--- config.mk ---
export PLATFORM = sky130hd
export DESIGN_NAME = armleocpu_axi_lrsc_initiator
export DESIGN_NICKNAME = d
export VERILOG_FILES = /design/src/rtl/armleocpu_axi_lrsc_initiator.sv
export SDC_FILE = /design/constraint.sdc
export NUM_CORES = 1
export LEC_CHECK = 0
export ABC_AREA = 1
export BUFFER_PORTS_ARGS = -buffer_cell sky130_fd_sc_hd__buf_2
export CAP_MARGIN = 0
export CORE_MARGIN = 4
export CORE_UTILIZATION = 24
export DETAILED_ROUTE_END_ITERATION = 7
export GPL_TIMING_DRIVEN = 0
export SYNTH_ARGS = -nofsm -noshare
export SYNTH_HDL_FRONTEND = slang
export SYNTH_SLANG_ARGS = --single-unit
--- constraint.sdc ---
create_clock -name clk -period 1.8 [get_ports clk]
set_input_delay 0.09 -clock clk [delete_from_list [all_inputs] [get_ports clk]]
set_output_delay 0.09 -clock clk [all_outputs]
set_load 0.02 [all_outputs]
--- src/rtl/armleocpu_axi_lrsc_initiator.sv ---
// rtl/armleocpu_axi_lrsc_initiator.sv - single-outstanding AXI4 host for LOAD/STORE/LR/SC commands
//
// Purpose: accepts one command at a time on a ready/valid request port and
// turns it into a single-beat AXI4 read (LOAD, LR) or write (STORE, SC).
// LR/SC use AXI exclusive access (arlock/awlock). The bus response is
// classified into resp_rdata/resp_err and returned on the response port.
//
// Ports:
//   clk, rst                 clock, synchronous active-high reset
//   req_valid/req_ready      command handshake (req_ready only while idle)
//   req_cmd                  0=LOAD 1=STORE 2=LR 3=SC
//   req_addr/req_size        address and AXI size
//   req_wdata/req_wstrb      store data and byte strobes
//   resp_valid/resp_ready    result handshake
//   resp_rdata               load data; for SC 0=success, 1=failure
//   resp_err                 bus error, ID mismatch or exclusive not granted
//   axi_aw*/axi_w*/axi_b*    AXI4 write host channels
//   axi_ar*/axi_r*           AXI4 read host channels
//
// Option: define ARMLEOCPU_LRSC_LOCAL_RESERVATION_EN to add a local
// reservation register; an SC that misses it fails without touching the bus.

module armleocpu_axi_lrsc_initiator #(
  parameter int ADDR_WIDTH = 32,
  parameter int ID_WIDTH = 4,
  parameter int DATA_WIDTH = 32,
  parameter int DATA_STROBES = DATA_WIDTH / 8,
  parameter logic [ID_WIDTH-1:0] AXI_ID = '0
) (
  input  logic                    clk,
  input  logic                    rst,

  input  logic                    req_valid,
  output logic                    req_ready,
  input  logic [1:0]              req_cmd,
  input  logic [ADDR_WIDTH-1:0]   req_addr,
  input  logic [2:0]              req_size,
  input  logic [DATA_WIDTH-1:0]   req_wdata,
  input  logic [DATA_STROBES-1:0] req_wstrb,

  output logic                    resp_valid,
  input  logic                    resp_ready,
  output logic [DATA_WIDTH-1:0]   resp_rdata,
  output logic                    resp_err,

  output logic                    axi_awvalid,
  input  logic                    axi_awready,
  output logic [ADDR_WIDTH-1:0]   axi_awaddr,
  output logic [7:0]              axi_awlen,
  output logic [2:0]              axi_awsize,
  output logic [1:0]              axi_awburst,
  output logic [ID_WIDTH-1:0]     axi_awid,
  output logic                    axi_awlock,

  output logic                    axi_wvalid,
  input  logic                    axi_wready,
  output logic [DATA_WIDTH-1:0]   axi_wdata,
  output logic [DATA_STROBES-1:0] axi_wstrb,
  output logic                    axi_wlast,

  input  logic                    axi_bvalid,
  output logic                    axi_bready,
  input  logic [1:0]              axi_bresp,
  input  logic [ID_WIDTH-1:0]     axi_bid,

  output logic                    axi_arvalid,
  input  logic                    axi_arready,
  output logic [ADDR_WIDTH-1:0]   axi_araddr,
  output logic [7:0]              axi_arlen,
  output logic [2:0]              axi_arsize,
  output logic [1:0]              axi_arburst,
  output logic [ID_WIDTH-1:0]     axi_arid,
  output logic                    axi_arlock,

  input  logic                    axi_rvalid,
  output logic                    axi_rready,
  input  logic [1:0]              axi_rresp,
  input  logic                    axi_rlast,
  input  logic [DATA_WIDTH-1:0]   axi_rdata,
  input  logic [ID_WIDTH-1:0]     axi_rid
);

  localparam logic [1:0] CMD_LOAD  = 2'd0;
  localparam logic [1:0] CMD_STORE = 2'd1;
  localparam logic [1:0] CMD_LR    = 2'd2;
  localparam logic [1:0] CMD_SC    = 2'd3;

  localparam logic [1:0] RESP_EXOKAY = 2'b01;

  typedef enum logic [2:0] {
    S_IDLE  = 3'd0,
    S_AR    = 3'd1,
    S_R     = 3'd2,
    S_WRITE = 3'd3,
    S_B     = 3'd4,
    S_RESP  = 3'd5
  } state_t;

  state_t                  state;
  logic                    aw_done;
  logic                    w_done;
  logic [1:0]              cmd_r;
  logic [ADDR_WIDTH-1:0]   addr_r;
  logic [2:0]              size_r;
  logic [DATA_WIDTH-1:0]   wdata_r;
  logic [DATA_STROBES-1:0] wstrb_r;

  // Payload is driven straight from the latched command so it stays stable
  // for as long as the corresponding valid is held.
  assign axi_awaddr  = addr_r;
  assign axi_awlen   = 8'd0;
  assign axi_awsize  = size_r;
  assign axi_awburst = 2'b01;
  assign axi_awid    = AXI_ID;
  assign axi_awlock  = (cmd_r == CMD_SC);
  assign axi_wdata   = wdata_r;
  assign axi_wstrb   = wstrb_r;
  assign axi_wlast   = 1'b1;
  assign axi_araddr  = addr_r;
  assign axi_arlen   = 8'd0;
  assign axi_arsize  = size_r;
  assign axi_arburst = 2'b01;
  assign axi_arid    = AXI_ID;
  assign axi_arlock  = (cmd_r == CMD_LR);

  // Response classification, shared between the R and B states.
  logic [1:0] bus_resp;
  logic       bus_fault;
  logic       cls_err;
  logic       sc_fail;
  logic       aw_fin;
  logic       w_fin;

  always_comb begin
    bus_resp  = (state == S_R) ? axi_rresp : axi_bresp;
    // A wrong ID, or a read beat not flagged last, means the beat is not ours.
    bus_fault = bus_resp[1] |
                ((state == S_R) ? ((axi_rid != AXI_ID) | ~axi_rlast) : (axi_bid != AXI_ID));
    sc_fail   = bus_fault | (bus_resp != RESP_EXOKAY);
    // Only LR treats a plain OKAY as an error; a failed SC is a normal result.
    cls_err   = (cmd_r == CMD_LR) ? sc_fail : bus_fault;
    aw_fin    = aw_done | (axi_awvalid & axi_awready);
    w_fin     = w_done  | (axi_wvalid  & axi_wready);
  end

  // SC that cannot succeed locally is answered without a bus transaction.
  logic skip_sc;
`ifdef ARMLEOCPU_LRSC_LOCAL_RESERVATION_EN
  logic                  res_valid;
  logic [ADDR_WIDTH-1:0] res_addr;
  logic                  res_hit;

  always_comb begin
    res_hit = res_valid & (res_addr == req_addr);
    skip_sc = (req_cmd == CMD_SC) & ~res_hit;
  end
`else
  always_comb begin
    skip_sc = 1'b0;
  end
`endif

  always_ff @(posedge clk) begin
    if (rst) begin
      state       <= S_IDLE;
      aw_done     <= 1'b0;
      w_done      <= 1'b0;
      req_ready   <= 1'b0;
      resp_valid  <= 1'b0;
      resp_rdata  <= '0;
      resp_err    <= 1'b0;
      axi_awvalid <= 1'b0;
      axi_wvalid  <= 1'b0;
      axi_bready  <= 1'b0;
      axi_arvalid <= 1'b0;
      axi_rready  <= 1'b0;
      cmd_r       <= CMD_LOAD;
      addr_r      <= '0;
      size_r      <= 3'd0;
      wdata_r     <= '0;
      wstrb_r     <= '0;
`ifdef ARMLEOCPU_LRSC_LOCAL_RESERVATION_EN
      res_valid   <= 1'b0;
      res_addr    <= '0;
`endif
    end else begin
      case (state)
        S_IDLE: begin
          if (req_ready && req_valid) begin
            req_ready <= 1'b0;
            cmd_r     <= req_cmd;
            addr_r    <= req_addr;
            size_r    <= req_size;
            wdata_r   <= req_wdata;
            wstrb_r   <= req_wstrb;
`ifdef ARMLEOCPU_LRSC_LOCAL_RESERVATION_EN
            if (req_cmd[0] && res_hit)
              res_valid <= 1'b0;
`endif
            if (skip_sc) begin
              state      <= S_RESP;
              resp_valid <= 1'b1;
              resp_rdata <= {{(DATA_WIDTH-1){1'b0}}, 1'b1};
              resp_err   <= 1'b0;
            end else if (!req_cmd[0]) begin
              // LOAD and LR are the even encodings.
              state       <= S_AR;
              axi_arvalid <= 1'b1;
            end else begin
              state       <= S_WRITE;
              axi_awvalid <= 1'b1;
              axi_wvalid  <= 1'b1;
            end
          end else begin
            req_ready <= 1'b1;
          end
        end

        S_AR: begin
          if (axi_arready) begin
            axi_arvalid <= 1'b0;
            axi_rready  <= 1'b1;
            state       <= S_R;
          end
        end

        S_R: begin
          if (axi_rvalid) begin
            axi_rready <= 1'b0;
            resp_rdata <= axi_rdata;
            resp_err   <= cls_err;
            resp_valid <= 1'b1;
            state      <= S_RESP;
`ifdef ARMLEOCPU_LRSC_LOCAL_RESERVATION_EN
            if (cmd_r == CMD_LR && !cls_err) begin
              res_valid <= 1'b1;
              res_addr  <= addr_r;
            end
`endif
          end
        end

        S_WRITE: begin
          if (axi_awvalid && axi_awready) begin
            axi_awvalid <= 1'b0;
            aw_done     <= 1'b1;
          end
          if (axi_wvalid && axi_wready) begin
            axi_wvalid <= 1'b0;
            w_done     <= 1'b1;
          end
          if (aw_fin && w_fin) begin
            aw_done    <= 1'b0;
            w_done     <= 1'b0;
            axi_bready <= 1'b1;
            state      <= S_B;
          end
        end

        S_B: begin
          if (axi_bvalid) begin
            axi_bready <= 1'b0;
            resp_rdata <= {{(DATA_WIDTH-1){1'b0}}, (cmd_r == CMD_SC) & sc_fail};
            resp_err   <= cls_err;
            resp_valid <= 1'b1;
            state      <= S_RESP;
          end
        end

        S_RESP: begin
          // req_ready stays low here, giving one idle cycle before the next command.
          if (resp_ready) begin
            resp_valid <= 1'b0;
            state      <= S_IDLE;
          end
        end

        default: state <= S_IDLE;
      endcase
    end
  end

endmodule

==> flow_summary.yaml <==
outcome:
  status: "finished clean"
routing:
  wl_met3_um: 1475
  drc: 0
  drtAntennaViolNets: 0
  routedWlPerCell_um: 13.49
  post_drt_via_cell_ratio: 4.172
  routed.top_layer: "met4"
  met2_length_um: 9327
  met1_length_um: 7215
  first_pass_iters: 6
  vias: 5691
  drt-initial-drc-count: 201
  routed_wl_um: 18400
layout:
  nFillCells: 2065
  area_delta_synth_final_pct: 70.41
  multi_input_area_um2: 1927
  layout-drive-gt1-share_pct: 35.92
  antenna_cells: 0
  regArea_um2: 2362
  fin_util_pct: 41.64
  nNetsFinal: 1208
grt:
  grt_first_pass_wirelength_um: 27970
  first_global_vias: 5671
  overflow: 0
  grt_max_degree: 17
  antenna_found_initial: 0
  grtUsageTotal_pct: 15.42
pwr:
  clock_power_share_pct: 34.1
  p_switching_w: 0.003907
  comb_power_share_pct: 34.4
  p_seq_share_pct: 31.5
  p_leak_nw: 4.401
  vdd_drop_max_uv: 598.5
  power_density_nw_per_um2: 1274
  intPower_w: 0.006861
  switching_share_pct: 36.29
clock_network:
  h-tree-depth: 4
  cts.path.max_buffers: 2
  clkSinkCount: 118
  clock-root-buffer: "clkbuf_16"
  cts_tree: "done"
  insertion_delay_ps: 420
  clkTransAtPathRegs_ps: 60
  cts_setup_buffers: 0
  numCtsBuffers: 17
logic_synthesis:
  synth_top_area_cell: "dfxtp_1"
  ys_types: 27
  ys_ff_latch: 118
  yosys_warnings: 0
  synth_top_area_share_pct: 47.63
  syn_area_per_cell_um2: 7.538
  netlist_area_um2: 4960
  netlist_instances: 658
  ys_seq_area_share_pct: 47.63
  synth.area.top_cells: "dfxtp_1, nor2_1, buf_4"
place:
  io_buffers: 272
  place.detailed.hpwl_um: 13310
  place_congestion: 0.7908
worst_setup_path:
  cp-end-kind: "register"
  crit_fanout: 10
  crit_type: "register to register"
  r2r_slack_ps: 190
  r2r-start: "state[1]"
  required_ps: 2100
  r2r_cells: 8
  start_kind: "register"
  reg2reg_to: "axi_araddr[6]"
  cp.arrival_ps: 1900
floorplan:
  initial_core_util_pct: 24.43
  dieArea_um2: 23030
  die_w_um: 151.8
  io_pins: 304
  core_area_um2: 20300
  dieHeight_um: 151.8
  rows: 52
timing:
  timing.final.crit_share_pct: 89.21
  fin_crit_ps: 1606
  fin_worst_skew_ps: 26.62
  finalHoldViolations: 0
  finalSetupTns_ps: 0
  finalMaxSlewViolations: 0
  rsz0062_at_grt: "false"
  setup_viol: 0
  slew_headroom_pct: 57.73
  fmax_ghz: 0.6228
  tightest_slew_ps: 634.0
  worst_hold_slack_ps: 45.14
flow_run:
  drv_cap: 0
hold_path:
  worstHoldStart: "axi_bvalid"
  min_to: "axi_bready"
  holdCritPathClass: "input pin to register"
  hold_depth: 4
-- logic make-up after synthesis --
logic type / after synthesis / share of synthesized area (%)
other: 2 / 0.1514
buffers and inverters: 130 / 15.56
DFF: 118 / 47.63
and+or+nand+nor: 285 / 24.07
AOI/OAI and AO/OA: 123 / 12.59
-- area by class of cell --
class	instances	area share, %
Clock inverter	13	2.324
Clock buffer	19	5.241
Tap cell	270	3.997
Multi-Input combinational cell	437	22.80
Buffer	104	7.994
Inverter	26	1.155
Timing Repair Buffer	377	28.54
Sequential cell	118	27.95
-- synthesized netlist by cell type, drive strengths merged --
master  number
o211ai       1
conb         2
nor2       162
nand4        1
inv         26
a211oi       1
nand3       42
and2         1
dfxtp      118
nor4         1
nor3         3
o21ai       78
clkbuf      26
or2          1
a21oi       43
buf         78
nand2       74
-- per-stage QoR --
| step | power [W] | std cells | setup WS, ps | area, µm² |
|---|---|---|---|---|
| final | 0.01077 | 1364 | 194.3 | 8452 |
| after global routing | 0.01143 | 1364 | 48.55 | 8452 |
| after CTS | 0.01088 | 1364 | 64.80 | 8451 |
| after detailed placement | 0.006970 | 1227 | 29.81 | 6760 |
| after global placement | 0.006954 | 1227 | 48.40 | 6760 |
| after floorplan | 0.005772 | 685 | 426.4 | 5061 |
-- placed cells by master, fill, tap and decap left out, types with 2 or more instances in the layout --
cell / synthesis / final
inv_6: 0 / 2
clkinv_4: 0 / 5
clkbuf_16: 0 / 17
dfxtp_1: 118 / 118
buf_4: 67 / 67
nand2_1: 71 / 71
buf_6: 3 / 3
o21ai_0: 76 / 76
conb_1: 2 / 29
inv_1: 23 / 23
a21oi_1: 42 / 42
nor2_8: 2 / 2
bufinv_16: 0 / 4
nand3_1: 42 / 42
nor3_1: 2 / 2
clkinvlp_4: 0 / 2
nor2_1: 159 / 159
dlygate4sd3_1: 0 / 105
buf_2: 8 / 280
inv_2: 3 / 3
nand2_2: 2 / 2
clkbuf_1: 26 / 26
o21ai_1: 2 / 2
-- sequential cells by signal, summed over array words and instances, names as in the netlist, 2 cells and up --
signal,count
axi_araddr,32
axi_arsize,3
axi_wdata,32
axi_wstrb,4
cmd_r,2
resp_rdata,32
state,3
-- power groups by stage --
stage                     combinational, W  sequential, W  clock [W]
final                              0.00370        0.00339    0.00367
after global routing               0.00408        0.00345    0.00389
after CTS                          0.00372        0.00339    0.00377
after detailed placement           0.00354        0.00344          0
after global placement             0.00352        0.00343          0
after floorplan                    0.00185        0.00392          0
-- layer usage --
metal,track usage [%],vias to the layer above
met5,0,-
li1,-,2871
met1,16.87,2555
met3,4.521,26
met2,28.20,239
met4,5.526,0
-- repair_timing --
| item | in CTS | in global routing |
|---|---|---|
| setup endpoints to repair | 0 | 10 |
| endpoints found under the hold margin | 107 | 0 |
| gates resized for setup | 0 | 2 |
| hold buffers | 105 | 0 |
-- critical path, stage by stage, from the launching register on --
cell      delay [ps]
dfxtp_1          290
buf_4            170
nor2_8           100
nand2_4           80
nor2_8           200
inv_2             80
clkbuf_1         300
nor2_1           220
nor2_1            60
-- how the worst max path moves through the flow --
stage               startpoint  slack, ps       endpoint
finish                state[1]        190  axi_araddr[6]
global route          state[1]         50  axi_araddr[6]
CTS                   state[1]         60  axi_araddr[2]
detailed placement         rst         30  axi_wdata[28]
global placement           rst         50  axi_wdata[30]
floorplan            req_ready        430  axi_wdata[23]
(Power assumes the default switching activity.)
